## src/rtl/dmem_pkg.sv

```systemverilog
// Shared definitions for the data-memory arbiter: FSM state type, RISC-V
// funct3 access-size encodings and the lane formatting helpers used by
// dmem_lane_fmt.
package dmem_pkg;

    typedef enum logic [1:0] {
        ST_IDLE,
        ST_ISSUE,
        ST_WAIT,
        ST_RESP
    } state_e;

    localparam logic [2:0] SZ_B  = 3'b000;
    localparam logic [2:0] SZ_H  = 3'b001;
    localparam logic [2:0] SZ_W  = 3'b010;
    localparam logic [2:0] SZ_BU = 3'b100;
    localparam logic [2:0] SZ_HU = 3'b101;

    // Byte enables for an access of the given size at byte offset off.
    function automatic logic [3:0] be_gen(input logic [2:0] size, input logic [1:0] off);
        logic [3:0] be;
        case (size)
            SZ_B, SZ_BU: be = 4'b0001 << off;
            SZ_H, SZ_HU: be = 4'b0011 << off;
            SZ_W:        be = 4'b1111;
            default:     be = '0;
        endcase
        return be;
    endfunction

    // Replicate right-justified store data across all lanes so the enabled
    // lanes carry the right bytes whatever the offset.
    function automatic logic [31:0] wdata_rep(input logic [2:0] size, input logic [31:0] wdata);
        logic [31:0] rep;
        case (size)
            SZ_B, SZ_BU: rep = {4{wdata[7:0]}};
            SZ_H, SZ_HU: rep = {2{wdata[15:0]}};
            SZ_W:        rep = wdata;
            default:     rep = '0;
        endcase
        return rep;
    endfunction

    // Align the addressed bytes to bit 0 and sign/zero extend.
    function automatic logic [31:0] load_ext(input logic [2:0] size, input logic [1:0] off,
                                             input logic [31:0] rdata);
        logic [31:0] sh;
        logic [31:0] ext;
        sh = rdata >> {off, 3'b000};
        case (size)
            SZ_B:    ext = {{24{sh[7]}}, sh[7:0]};
            SZ_BU:   ext = {24'h0, sh[7:0]};
            SZ_H:    ext = {{16{sh[15]}}, sh[15:0]};
            SZ_HU:   ext = {16'h0, sh[15:0]};
            SZ_W:    ext = sh;
            default: ext = '0;
        endcase
        return ext;
    endfunction

endpackage

```

## src/rtl/dmem_arbiter_if.sv

```systemverilog
// Requester-side bus of the data-memory arbiter: request handshake
// (valid/ready with we/addr/size/wdata) and the one-cycle response
// (rsp_valid/rsp_rdata/rsp_err). master = requester, slave = arbiter.
interface dmem_arbiter_if #(
    parameter int ADDR_W = 32
);
    logic              valid;
    logic              ready;
    logic              we;
    logic [ADDR_W-1:0] addr;
    logic [2:0]        size;
    logic [31:0]       wdata;
    logic              rsp_valid;
    logic [31:0]       rsp_rdata;
    logic              rsp_err;

    modport master (
        output valid, we, addr, size, wdata,
        input  ready, rsp_valid, rsp_rdata, rsp_err
    );

    modport slave (
        input  valid, we, addr, size, wdata,
        output ready, rsp_valid, rsp_rdata, rsp_err
    );
endinterface

```

## src/rtl/dmem_lane_fmt.sv

```systemverilog
// Combinational lane formatter.
//   in : we, off (addr[1:0]), size (funct3), wdata, rdata (raw memory word)
//   out: be, wdata_fmt (lane-replicated), rdata_ext (extended load), err
module dmem_lane_fmt
    import dmem_pkg::*;
(
    input  logic        we,
    input  logic [1:0]  off,
    input  logic [2:0]  size,
    input  logic [31:0] wdata,
    input  logic [31:0] rdata,
    output logic [3:0]  be,
    output logic [31:0] wdata_fmt,
    output logic [31:0] rdata_ext,
    output logic        err
);
    logic bad_size;
    logic bad_store;
    logic misaligned;

    assign be        = be_gen(size, off);
    assign wdata_fmt = wdata_rep(size, wdata);
    assign rdata_ext = load_ext(size, off, rdata);

    assign bad_size   = (size == 3'b011) || (size[2:1] == 2'b11);
    assign bad_store  = we && ((size[2:1] == 2'b11) || (size == SZ_BU));
    assign misaligned = (((size == SZ_H) || (size == SZ_HU)) && off[0])
                      || ((size == SZ_W) && (off != 2'b00));
    assign err        = bad_size || bad_store || misaligned;
endmodule

```

## src/rtl/dmem_arbiter.sv

```systemverilog
// Two-port data-memory arbiter. Round-robin grant between r0 and r1,
// RISC-V B/H/W access formatting onto a word-wide synchronous-read memory,
// and extended load data returned on the granted port.
//   clk, rst_n        : clock, asynchronous active-low reset
//   r0, r1            : requester buses (slave side)
//   mem_en/we/be/addr/wdata : memory cycle, driven only in ISSUE
//   mem_rdata         : read data, valid the cycle after a read strobe
module dmem_arbiter
    import dmem_pkg::*;
#(
    parameter int ADDR_W = 32,
    parameter int DATA_W = 32
) (
    input  logic              clk,
    input  logic              rst_n,
    dmem_arbiter_if.slave     r0,
    dmem_arbiter_if.slave     r1,
    output logic              mem_en,
    output logic              mem_we,
    output logic [3:0]        mem_be,
    output logic [ADDR_W-1:0] mem_addr,
    output logic [DATA_W-1:0] mem_wdata,
    input  logic [DATA_W-1:0] mem_rdata
);
    state_e            state_q, state_d;
    logic              ptr_q, ptr_d;
    logic              gnt_q, gnt_d;
    logic              we_q, we_d;
    logic              err_q, err_d;
    logic [ADDR_W-1:0] addr_q, addr_d;
    logic [2:0]        size_q, size_d;
    logic [31:0]       wdata_q, wdata_d;
    logic [31:0]       rdata_q, rdata_d;

    logic              any_valid, pick, accept;
    logic [3:0]        fmt_be;
    logic [31:0]       fmt_wdata, fmt_rdata;
    logic              fmt_err;
    logic              rsp_v, rsp_e;
    logic [31:0]       rsp_d;

    assign any_valid = r0.valid | r1.valid;
    // On a tie the pointer decides; otherwise the only valid port wins.
    assign pick      = (r0.valid & r1.valid) ? ptr_q : r1.valid;
    assign accept    = (state_q == ST_IDLE) & any_valid;

    // The formatter sees the request as it will be latched, so the error
    // verdict is already available in the accept cycle; outside IDLE these
    // equal the held request.
    always_comb begin
        we_d    = we_q;
        addr_d  = addr_q;
        size_d  = size_q;
        wdata_d = wdata_q;
        if (accept) begin
            we_d    = pick ? r1.we    : r0.we;
            addr_d  = pick ? r1.addr  : r0.addr;
            size_d  = pick ? r1.size  : r0.size;
            wdata_d = pick ? r1.wdata : r0.wdata;
        end
    end

    dmem_lane_fmt u_fmt (
        .we        (we_d),
        .off       (addr_d[1:0]),
        .size      (size_d),
        .wdata     (wdata_d),
        .rdata     (rdata_q),
        .be        (fmt_be),
        .wdata_fmt (fmt_wdata),
        .rdata_ext (fmt_rdata),
        .err       (fmt_err)
    );

    always_comb begin
        state_d   = state_q;
        ptr_d     = ptr_q;
        gnt_d     = gnt_q;
        err_d     = err_q;
        rdata_d   = rdata_q;
        mem_en    = 1'b0;
        mem_we    = 1'b0;
        mem_be    = '0;
        mem_addr  = '0;
        mem_wdata = '0;
        rsp_v     = 1'b0;
        rsp_e     = 1'b0;
        rsp_d     = '0;
        case (state_q)
            ST_IDLE: begin
                if (accept) begin
                    gnt_d   = pick;
                    ptr_d   = ~pick;
                    err_d   = fmt_err;
                    state_d = fmt_err ? ST_RESP : ST_ISSUE;
                end
            end
            ST_ISSUE: begin
                mem_en    = 1'b1;
                mem_we    = we_q;
                mem_be    = fmt_be;
                mem_addr  = {addr_q[ADDR_W-1:2], 2'b00};
                mem_wdata = we_q ? fmt_wdata : '0;
                state_d   = we_q ? ST_RESP : ST_WAIT;
            end
            ST_WAIT: begin
                rdata_d = mem_rdata;
                state_d = ST_RESP;
            end
            ST_RESP: begin
                rsp_v   = 1'b1;
                rsp_e   = err_q;
                rsp_d   = (err_q || we_q) ? '0 : fmt_rdata;
                state_d = ST_IDLE;
            end
            default: state_d = ST_IDLE;
        endcase
    end

    // rst_n gating keeps ready low while reset is held even if a requester
    // is already presenting a request.
    assign r0.ready     = rst_n & accept & ~pick;
    assign r1.ready     = rst_n & accept & pick;
    assign r0.rsp_valid = rsp_v & ~gnt_q;
    assign r1.rsp_valid = rsp_v & gnt_q;
    assign r0.rsp_err   = rsp_e & ~gnt_q;
    assign r1.rsp_err   = rsp_e & gnt_q;
    assign r0.rsp_rdata = gnt_q ? '0 : rsp_d;
    assign r1.rsp_rdata = gnt_q ? rsp_d : '0;

    always_ff @(posedge clk or negedge rst_n) begin
        if (!rst_n) begin
            state_q <= ST_IDLE;
            ptr_q   <= 1'b0;
            gnt_q   <= 1'b0;
            we_q    <= 1'b0;
            err_q   <= 1'b0;
            addr_q  <= '0;
            size_q  <= '0;
            wdata_q <= '0;
            rdata_q <= '0;
        end else begin
            state_q <= state_d;
            ptr_q   <= ptr_d;
            gnt_q   <= gnt_d;
            we_q    <= we_d;
            err_q   <= err_d;
            addr_q  <= addr_d;
            size_q  <= size_d;
            wdata_q <= wdata_d;
            rdata_q <= rdata_d;
        end
    end
endmodule

```

## src/flat_wrapper.sv

```systemverilog
// flat-port wrapper written by rule: the top's interface ports become plain ports
module dmem_arbiter_flat import dmem_pkg::*;
#(
    parameter int ADDR_W = 32,
    parameter int DATA_W = 32
)
  (clk, rst_n, mem_en, mem_we, mem_be, mem_addr, mem_wdata, mem_rdata, r0_valid, r0_we, r0_addr, r0_size, r0_wdata, r0_ready, r0_rsp_valid, r0_rsp_rdata, r0_rsp_err, r1_valid, r1_we, r1_addr, r1_size, r1_wdata, r1_ready, r1_rsp_valid, r1_rsp_rdata, r1_rsp_err);
  dmem_arbiter_if #(.ADDR_W(ADDR_W)) r0_i ();
  dmem_arbiter_if #(.ADDR_W(ADDR_W)) r1_i ();
  input  logic clk;
  input  logic rst_n;
  output logic mem_en;
  output logic mem_we;
  output logic [3:0] mem_be;
  output logic [ADDR_W-1:0] mem_addr;
  output logic [DATA_W-1:0] mem_wdata;
  input  logic [DATA_W-1:0] mem_rdata;
  input wire logic [$bits(r0_i.valid)-1:0] r0_valid;
  input wire logic [$bits(r0_i.we)-1:0] r0_we;
  input wire logic [$bits(r0_i.addr)-1:0] r0_addr;
  input wire logic [$bits(r0_i.size)-1:0] r0_size;
  input wire logic [$bits(r0_i.wdata)-1:0] r0_wdata;
  output wire logic [$bits(r0_i.ready)-1:0] r0_ready;
  output wire logic [$bits(r0_i.rsp_valid)-1:0] r0_rsp_valid;
  output wire logic [$bits(r0_i.rsp_rdata)-1:0] r0_rsp_rdata;
  output wire logic [$bits(r0_i.rsp_err)-1:0] r0_rsp_err;
  input wire logic [$bits(r1_i.valid)-1:0] r1_valid;
  input wire logic [$bits(r1_i.we)-1:0] r1_we;
  input wire logic [$bits(r1_i.addr)-1:0] r1_addr;
  input wire logic [$bits(r1_i.size)-1:0] r1_size;
  input wire logic [$bits(r1_i.wdata)-1:0] r1_wdata;
  output wire logic [$bits(r1_i.ready)-1:0] r1_ready;
  output wire logic [$bits(r1_i.rsp_valid)-1:0] r1_rsp_valid;
  output wire logic [$bits(r1_i.rsp_rdata)-1:0] r1_rsp_rdata;
  output wire logic [$bits(r1_i.rsp_err)-1:0] r1_rsp_err;
  assign r0_i.valid = r0_valid;
  assign r0_i.we = r0_we;
  assign r0_i.addr = r0_addr;
  assign r0_i.size = r0_size;
  assign r0_i.wdata = r0_wdata;
  assign r0_ready = r0_i.ready;
  assign r0_rsp_valid = r0_i.rsp_valid;
  assign r0_rsp_rdata = r0_i.rsp_rdata;
  assign r0_rsp_err = r0_i.rsp_err;
  assign r1_i.valid = r1_valid;
  assign r1_i.we = r1_we;
  assign r1_i.addr = r1_addr;
  assign r1_i.size = r1_size;
  assign r1_i.wdata = r1_wdata;
  assign r1_ready = r1_i.ready;
  assign r1_rsp_valid = r1_i.rsp_valid;
  assign r1_rsp_rdata = r1_i.rsp_rdata;
  assign r1_rsp_err = r1_i.rsp_err;
  dmem_arbiter #(.ADDR_W(ADDR_W), .DATA_W(DATA_W)) u_core (.clk(clk), .rst_n(rst_n), .r0(r0_i), .r1(r1_i), .mem_en(mem_en), .mem_we(mem_we), .mem_be(mem_be), .mem_addr(mem_addr), .mem_wdata(mem_wdata), .mem_rdata(mem_rdata));
endmodule
```

## config.mk

```make
export PLATFORM = sky130hd
export DESIGN_NAME = dmem_arbiter_flat
export DESIGN_NICKNAME = d
export VERILOG_FILES = /design/src/rtl/dmem_pkg.sv /design/src/rtl/dmem_arbiter_if.sv /design/src/rtl/dmem_lane_fmt.sv /design/src/rtl/dmem_arbiter.sv /design/src/flat_wrapper.sv
export SDC_FILE = /design/constraint.sdc
export NUM_CORES = 1
export LEC_CHECK = 0
export CAP_MARGIN = 25
export CORE_MARGIN = 4
export CORE_UTILIZATION = 43
export DETAILED_ROUTE_END_ITERATION = 10
export PLACE_DENSITY = 0.85
export SYNTH_ARGS = -nofsm -noshare
export SYNTH_HDL_FRONTEND = slang
export SYNTH_SLANG_ARGS = --single-unit
```

## constraint.sdc

```tcl
create_clock -name clk -period 3.61 [get_ports clk]
set_clock_uncertainty 0.15 [all_clocks]
set_input_delay 0.5415 -clock clk [delete_from_list [all_inputs] [get_ports clk]]
set_output_delay 0.5415 -clock clk [all_outputs]
set_load 0.03 [all_outputs]
```

# Word-level counts from Yosys, hierarchy flattened
# Cells that the tools add are included.
# totals
reg_bits	105
input_bits	172
elab_cells	79
# op_classes
n_eq_ne	10
shifts	3
mux	28
bitwise_logic	12
n_reduce_logical	16
# ops
op	n
$mux W32	10
$pmux W32 S5	1
$pmux W32 S3	1
$shr A32 B5 Y32	1
$pmux W4 S3	1
$and A1 B1 Y1	9
$mux W1	8
$pmux W2 S4	1
$logic_or A1 B1 Y1	7
$eq A2 B2 Y1 const B	3
$eq A3 B2 Y1 const B	2
$eq A3 B3 Y1 const B	2
$mux W2	3
$mux W3	2
$mux W4	1
$reduce_or A2 Y1	2
$shl A1 B2 Y4 const A	1
$shl A2 B2 Y4 const A	1
$eq A3 B1 Y1 const B	1
$logic_and A1 B1 Y1	3
$logic_not A3 Y1	1
$eq A2 B1 Y1 const B	1
$logic_not A2 Y1	1
$ne A2 B1 Y1 const B	1
4 further kinds	5

# Logic depth before layout (Yosys ltp)
# Gate-level depths: netlist of the first run.
# logic_depth
ltp_word	12
ltp_mapped	13
mapped_depth_nobuf	9

# Cells and area by module
# From an unflattened synthesis of the first run, not the netlist that was laid out.
# unflattened
hier_cells	829
hier_area_um2	6981.7
# by_module_without_submodules
module	n_inst	cells_each	area_per_inst_um2	seq_area_each_um2
dmem_arbiter	1	643	5748.0	2627.5
dmem_lane_fmt	1	186	1233.7	0.0

# Worst setup path before layout of the first run
# Ideal clock, no wire load.
# synth_timing
path_type	reg-to-output
start	register u_core.state_q[0]
end	output r0_rsp_rdata[20]
t_arrival_ns	2.889
path_slack_ns	0.029
path_stages_with_launch	13
n_path_buf	4
path_cell_list	dfrtp_1 inv_1 ha_1 buf_4 buf_6 a32oi_2 o211a_1 buf_6 inv_4 nor4_4 buf_4 a21oi_1 a211oi_1
# synth_between
elab_chain_cells	8
# synth_lines
item	line	text
start: declaration	dmem_arbiter.sv:25	state_e state_q, state_d;
start signal: assignment	dmem_arbiter.sv:143	state_q <= state_d;
$logic_not A2 Y1	dmem_arbiter.sv:45	assign accept = (state_q == ST_IDLE) & any_valid;
$and A1 B1 Y1	dmem_arbiter.sv:45	
$mux W2 / $mux W3 (equally long branches)	dmem_arbiter.sv:55	if (accept) begin
$shr A32 B5 Y32 (tied with other cells)	dmem_pkg.sv:49	sh = rdata >> {off, 3'b000};
$pmux W32 S5	dmem_pkg.sv:50	case (size)
$mux W32	dmem_arbiter.sv:113	rsp_d = (err_q || we_q) ? '0 : fmt_rdata;
$mux W32 (*)	dmem_arbiter.sv:89	case (state_q)
$mux W32 (*)	dmem_arbiter.sv:128	assign r0.rsp_rdata = gnt_q ? '0 : rsp_d;
end: declaration	flat_wrapper.sv:25	output wire logic [$bits(r0_i.rsp_rdata)-1:0] r0_rsp_rdata;
# Every way passes the cells marked *; elsewhere a longest branch is shown, timed or not.

# Worst setup path in the final report of the first run
# layout_timing
start	register u_core.state_q[0]
end	output r0_rsp_rdata[16]
# Same word-level chain as after synthesis.

==> results of run 1 <==
==> repair_timing <==
item,CTS,global route
pin swaps,17,61
cloned,3,1
endpoints found under the setup margin,100,81
setup buffers,14,12
gates resized for setup,54,153
==> synthesized netlist by cell type (3+ instances only) <==
| cell type | number | share of area (%) |
|---|---|---|
| nand3_1 | 46 | 3.4 |
| o21a_1 | 4 | 0.44 |
| buf_4 | 6 | 0.66 |
| nand4_1 | 19 | 1.7 |
| mux2_2 | 40 | 6.6 |
| inv_2 | 3 | 0.16 |
| a21oi_1 | 59 | 4.3 |
| o22ai_1 | 11 | 1.0 |
| a211oi_1 | 17 | 1.9 |
| clkbuf_1 | 27 | 1.5 |
| nor3_1 | 6 | 0.44 |
| a222oi_1 | 31 | 4.5 |
| nor2b_1 | 5 | 0.46 |
| buf_2 | 15 | 1.1 |
| nand2b_1 | 12 | 1.1 |
| dfrtp_1 | 105 | 38 |
| a221o_1 | 9 | 1.3 |
| mux4_2 | 7 | 2.3 |
| nand2_1 | 76 | 4.2 |
| nor2_1 | 7 | 0.38 |
| a21o_1 | 9 | 0.99 |
| a22oi_2 | 6 | 1.1 |
| buf_6 | 5 | 0.82 |
| and2_1 | 50 | 4.6 |
| o21ai_0 | 20 | 1.5 |
| and3_1 | 27 | 2.5 |
| a22oi_1 | 17 | 1.9 |
| o221a_2 | 7 | 1.2 |
| ha_1 | 5 | 0.91 |
| buf_1 | 12 | 0.66 |
| inv_1 | 38 | 2.1 |
==> placed cells by master, fill, tap and decap left out, drive strengths merged, types with 2 or more instances in the layout <==
master         synthesis  final
buf                   38    217
clkdlybuf4s50          0    205
dfrtp                105    105
nand2                 77     77
a21oi                 61     61
and2                  50     50
nand3                 48     48
inv                   42     44
mux2                  40     40
a222oi                31     31
and3                  27     27
a22oi                 23     23
o21ai                 23     23
nand4                 19     19
a211oi                17     17
clkbuf                27     16
nand2b                12     12
o22ai                 11     11
nor2                  10     11
a221o                  9      9
a21o                   9      9
dlygate4sd2            0      8
o221a                  7      7
mux4                   7      7
nor3                   7      7
nor2b                  7      7
ha                     5      5
o21a                   4      4
a32oi                  3      3
clkinv                 1      3
nand3b                 2      2
nor3b                  2      2
o211ai                 2      2
conb                   1      2
a31oi                  2      2
o2111ai                2      2
==> report_power, final <==
group / internal [mW] / total, mW / switching [mW]
Combinational: 3.41 / 7.61 / 4.20
Sequential: 1.76 / 2.22 / 0.457
Clock: 0.559 / 1.03 / 0.469
Total: 5.73 / 10.9 / 5.12
==> worst register-to-register path, cell delays in order, from the launching register on <==
cell and delay [ns]:
dfrtp_1 0.39, inv_2 0.09, ha_4 0.18, buf_6 0.11, and2_4 0.15, nand2_4 0.05, buf_4 0.15, o211a_4 0.24
buf_4 0.18, nor2_1 0.18, buf_6 0.23, o21a_1 0.19, o21ai_0 0.10
==> kinds of logic after synthesis <==
logic type	Yosys count
flops	105
mux	47
buf+inv	108
compound gates	213
other cells	1
simple gates	265
fa+ha+maj	5
==> area by class of cell <==
| type | instances | share of cell area (%) |
|---|---|---|
| timing repair buffer | 436 | 35.6 |
| multi-input combinational | 533 | 36.2 |
| sequential | 105 | 22.0 |
| tap | 211 | 2.21 |
| inverter | 43 | 1.42 |
| clock inverter | 5 | 0.514 |
| clock buffer | 10 | 2.00 |
==> metrics by stage <==
step	std cells	hold WS, ns
after floorplan	745	0.0959
after global placement	1299	0.330
after detailed placement	1299	0.335
after CTS	1331	0.213
after global routing	1343	0.251
final	1343	0.205
==> routing by layer <==
| metal | GRT usage (%) | share of wire (%) |
|---|---|---|
| met5 | 0 | 0 |
| met4 | 10.4 | 3.6 |
| met3 | 7.16 | 9.2 |
| met2 | 48.1 | 48 |
| met1 | 39.4 | 39 |
==> worst paths after layout <==
kind                                                 end  slack, ns  depth (start not counted)
max                                     r0_rsp_rdata[16]      0.006                         15
min                         u_core.wdata_q[12]$_DFF_PN0_       0.21                          2
max reg2reg                u_core.state_q[1]$_DFFE_PN0P_       1.11                         12
min reg2reg                u_core.addr_q[17]$_DFFE_PN0N_       0.35                          2
max in group asynchronous    u_core.wdata_q[6]$_DFF_PN0_       1.85                          3
min in group clk           u_core.addr_q[17]$_DFFE_PN0N_       0.35                          2
==> state kept, by name, summed over array words and instances (netlist names) <==
signal          cells
u_core.err_q        1
u_core.size_q       3
u_core.gnt_q        1
u_core.we_q         1
u_core.rdata_q     32
u_core.state_q      2
u_core.wdata_q     32
u_core.ptr_q        1
u_core.addr_q      32
==> results.sh, run 1 <==
export IMPL_critPathSlowestCell="dfrtp_1"
export IMPL_worstReg2RegStart="u_core.state_q[0]$_DFFE_PN0P_"
export IMPL_dpl_cell_area_um2=10600
export IMPL_fmax_ghz=0.277
export IMPL_maxCapViolCount=0
export IMPL_initial_utilization_pct=44.4
export IMPL_port_buffers=309
export IMPL_htreeDepth=3
export IMPL_path_delay_family="buffers and inverters"
export IMPL_synth_mux_area_share_pct=8.88
export IMPL_synth_compound_area_share_pct=23.5
export IMPL_worstPathMaxFanout=7
export IMPL_slew_violations=0
export IMPL_vias_per_cell=5.97
export IMPL_synthArstFlopShare_pct=100
export IMPL_path_buf_inv=8
export IMPL_vdd_drop_max_uv=446
export IMPL_hp_class="in2async"
export IMPL_final_hold_viol_count=0
export IMPL_crit_chain="inv_2 -> ha_4 -> buf_6 -> and2_4 -> nand2_4 -> o221ai_4 -> inv_4 -> buf_6 -> nor4_4 -> buf_6 -> buf_12 -> a21oi_2 -> a211oi_2 -> buf_4 -> buf_12"
export IMPL_synthXorXnorAreaFrac_pct=0
export IMPL_clk_latency_ns=0.35
export IMPL_grtUsageTotal_pct=29.8
export IMPL_synth_simple_area_share_pct=21.1
export IMPL_power_density_nw_per_um2=910
export IMPL_dieArea_um2=18000
export IMPL_postRouteAntennaNets=0
export IMPL_syn_to_final_growth_pct=74.2
export IMPL_grt_pass1_wl_um=42800
export IMPL_startpoint="u_core.state_q[0]$_DFFE_PN0P_"
export IMPL_syn_area_um2=6850
export IMPL_cts_tree="yes"
export IMPL_stdcell_area_um2=11900
export IMPL_rsz0062_at_grt="yes"
export IMPL_totalNegativeSetupSlack_ns=0
export IMPL_crit_arrival_ns=2.91
export IMPL_setup_viol=0
export IMPL_multi_input_area_um2=4320
export IMPL_tightest_slew_ns=0.830
export IMPL_cpPeakStageDelay_ns=0.39
export IMPL_core_um2=15400
export IMPL_wire_per_inst_um=21.7
export IMPL_synth_warnings=0
export IMPL_final_util_pct=77.3
export IMPL_ys_seq_area_share_pct=38.4
export IMPL_dr_first_iter_drc_count=856
export IMPL_finalPower_mw=10.9
export IMPL_drcViolationCount=0
export IMPL_synth_edff_count=0
export IMPL_synthAdderAreaFrac_pct=0.914
export IMPL_yosys_register_bits=105
export IMPL_status="finished clean"
export IMPL_die_w_um=134
export IMPL_numCtsBuffers=9
export IMPL_routed_wl_um=29100
export IMPL_grt_max_degree=68
export IMPL_finalCritPeriodShare_pct=99.8
export IMPL_antenna_found_initial=0
export IMPL_dr_pass1_iters=7
export IMPL_ys_types=66
export IMPL_clkTransAtPathRegs_ns=0.08
export IMPL_antennaDiodeCount=0
export IMPL_synth_flop_cell="dfrtp_1"
export IMPL_leakagePower_nw=5.27
export IMPL_worstSetupPathType="reg2out"
export IMPL_root_buffer="clkbuf_16"
export IMPL_gr_total_overflow=0
export IMPL_cp_end_kind="output port"
export IMPL_rows=45
export IMPL_fillers=1032
export IMPL_clock_sinks=105
export IMPL_start_kind="register"
export IMPL_critPathRequiredTime_ns=2.92
export IMPL_register_area_um2=2630
export IMPL_ioPinCount=312
export IMPL_slew_headroom_pct=44.7
export IMPL_num_vias=8017
export IMPL_syn_avg_cell_area_um2=9.20
export IMPL_synth_top_family_by_area="compound AO/OA/AOI/OAI gates"
export IMPL_worst_path_most_repeated_cell="buf_6"
export IMPL_hold_buffers=0
export IMPL_cts_buffer_depth=2
export IMPL_hpwl_um=20500
export IMPL_nets=1305
export IMPL_netlist_instances=744
export IMPL_final_layout_size_suffix_gt1_share_pct=36.7
export IMPL_gp_congestion=0.932
export IMPL_fin_crit_ns=3.60
export IMPL_die_height_um=134
export IMPL_grt_pass1_vias=7604
export IMPL_pre_cts_slack_ns=-0.259
export IMPL_fin_ws_ns=0.00567
(Power assumes the default switching activity.)
==> run 2, diff against run 1 <==
--- a/config.mk
+++ b/config.mk
@@ -6,7 +6,7 @@
 export NUM_CORES = 1
 export LEC_CHECK = 0
 export CAP_MARGIN = 25
-export CORE_MARGIN = 4
+export CORE_ASPECT_RATIO = 1.4
 export CORE_UTILIZATION = 43
 export DETAILED_ROUTE_END_ITERATION = 10
 export PLACE_DENSITY = 0.85
==> run 2 against run 1 <==
Net effect: the run now ends with setup timing left; register-to-register slack lost 0.04 ns; die area shrank 8.7%; flip-flop and latch count is the same; critical endpoint is now r1_rsp_rdata[23]; largest power group unchanged; highest routed layer unchanged.
==> results.sh, run 2 (synthesis results as in run 1) <==
export IMPL_status="finished with violations"
export IMPL_violations="setup timing"
export IMPL_grt_pass1_wl_um=41100
export IMPL_vias_per_cell=6.07
export IMPL_slew_headroom_pct=37.3
export IMPL_antenna_found_initial=0
export IMPL_top_regs="u_core.addr_q (32), u_core.rdata_q (32), u_core.wdata_q (32)"
export IMPL_final_layout_size_suffix_gt1_share_pct=32.4
export IMPL_final_cell_mix="clkdlybuf4s50_1, buf_4, dfrtp_1"
export IMPL_cp_end_kind="output port"
export IMPL_hold_buffers=0
export IMPL_worstPathMaxFanout=7
export IMPL_grt_busiest_layer="met2"
export IMPL_dr_first_iter_drc_count=682
export IMPL_nets=1304
export IMPL_use_met2_pct=58.6
export IMPL_cts_tree="yes"
export IMPL_leakagePower_nw=5.18
export IMPL_finalPower_mw=10.5
export IMPL_grt_pass1_vias=7721
export IMPL_slew_violations=0
export IMPL_hp_class="in2async"
export IMPL_htreeDepth=3
export IMPL_grtUsageTotal_pct=33.1
export IMPL_layout_commonest_cell="clkdlybuf4s50_1"
export IMPL_use_met1_pct=37.1
export IMPL_fin_ws_ns=-0.122
export IMPL_cts_buffer_depth=2
export IMPL_final_hold_viol_count=0
export IMPL_antennaDiodeCount=0
export IMPL_wire_per_inst_um=21.7
export IMPL_finalCritPeriodShare_pct=103
export IMPL_routed_wl_um=28800
export IMPL_clkTransAtPathRegs_ns=0.08
export IMPL_grt_use_met3_pct=5.64
export IMPL_die_w_um=109
export IMPL_fin_crit_ns=3.73
export IMPL_num_vias=8062
export IMPL_dr_pass1_iters=11
export IMPL_gp_congestion=0.970
export IMPL_ioPinCount=312
export IMPL_drcViolationCount=0
export IMPL_die_height_um=151
export IMPL_power_density_nw_per_um2=894
export IMPL_syn_to_final_growth_pct=71.4
export IMPL_dieArea_um2=16400
export IMPL_tightest_slew_ns=0.940
export IMPL_numCtsBuffers=9
export IMPL_port_buffers=309
export IMPL_fillers=1064
export IMPL_clock_sinks=105
export IMPL_rows=54
export IMPL_worstSetupPathType="reg2out"
export IMPL_holdWs_ns=0.353
export IMPL_vdd_drop_max_uv=533
export IMPL_gr_total_overflow=0
export IMPL_grt_max_degree=73
export IMPL_maxCapViolCount=0
export IMPL_postRouteAntennaNets=0
export IMPL_crit_arrival_ns=3.04
export IMPL_critPathRequiredTime_ns=2.92
export IMPL_hpwl_um=20100
export IMPL_initial_utilization_pct=43.9
export IMPL_fmax_ghz=0.268
export IMPL_start_kind="register"
export IMPL_core_um2=15600
export IMPL_rsz0062_at_grt="yes"
export IMPL_root_buffer="clkbuf_16"
export IMPL_setup_viol=32
export IMPL_clk_latency_ns=0.36
## run 2: final timing paths
| check | startpoint | endpoint | slack, ns | depth (start not counted) |
|---|---|---|---|---|
| worst max-delay path | u_core.state_q[1]$_DFFE_PN0P_ | r1_rsp_rdata[23] | -0.12 | 15 |
| worst min-delay path | rst_n | u_core.addr_q[31]$_DFFE_PN0N_ | 0.35 | 2 |
| worst max register to register | u_core.state_q[1]$_DFFE_PN0P_ | u_core.err_q$_DFFE_PN0P_ | 1.07 | 12 |
| worst min register to register | u_core.addr_q[21]$_DFFE_PN0N_ | u_core.addr_q[21]$_DFFE_PN0N_ | 0.36 | 2 |
| max in group asynchronous | rst_n | u_core.wdata_q[25]$_DFF_PN0_ | 1.92 | 3 |
| min in group clk | u_core.addr_q[21]$_DFFE_PN0N_ | u_core.addr_q[21]$_DFFE_PN0N_ | 0.36 | 2 |
## run 2: worst max-delay path, cell delays in order, from the launching register on
cell and delay, ns:
dfrtp_1 0.40, inv_2 0.08, ha_4 0.20, buf_4 0.15
nand2b_4 0.14, o311ai_4 0.10, buf_12 0.16, nor2_4 0.09
inv_2 0.07, nor4_4 0.35, buf_4 0.21, buf_12 0.12
a22oi_2 0.07, a211oi_2 0.26, buf_4 0.16, buf_12 0.11
## run 2: timing repair
action | in CTS | in global routing
gates resized for setup | 51 | 56
setup buffers | 16 | 11
setup endpoints to repair | 98 | 78
cloned | 2 | 2
pin swaps | 19 | 32
## run 2: routing by layer
| metal | up-vias | share of wire (%) |
|---|---|---|
| met3 | 142 | 8.8 |
| li1 | 3530 | - |
| met2 | 538 | 50 |
| met4 | 0 | 6.3 |
| met1 | 3852 | 35 |
| met5 | - | 0 |
## run 2: cell type report
cell class                      instances  area [µm²]  area share, %
Inverter                               43         166           1.42
Timing Repair Buffer                  435        4330           36.9
Clock buffer                            9         225           1.92
Multi-Input combinational cell        533        4050           34.5
Sequential cell                       105        2630           22.4
Tap cell                              196         245           2.09
Clock inverter                          7        90.1          0.768
## run 2: per-stage QoR
| step | std cells | utilization, % | TNS (ns) | area [µm²] | setup WS [ns] |
|---|---|---|---|---|---|
| floorplan | 745 | - | 0 | 6850 | 0.0294 |
| global route | 1328 | 75.2 | -4.90 | 11700 | -0.217 |
| finish | 1328 | 75.2 | -2.15 | 11700 | -0.122 |
| CTS | 1317 | 73.1 | -0.481 | 11400 | -0.0761 |
| detailed placement | 1285 | 69.1 | -17.28 | 10800 | -0.319 |
| global placement | 1285 | 69.1 | -12.21 | 10800 | -0.253 |
## run 2: power by group
| part | switching, mW | total, mW | internal [mW] |
|---|---|---|---|
| combinational | 3.96 | 7.21 | 3.25 |
| clock | 0.505 | 1.06 | 0.555 |
| sequential | 0.452 | 2.21 | 1.76 |
| total | 4.92 | 10.5 | 5.57 |
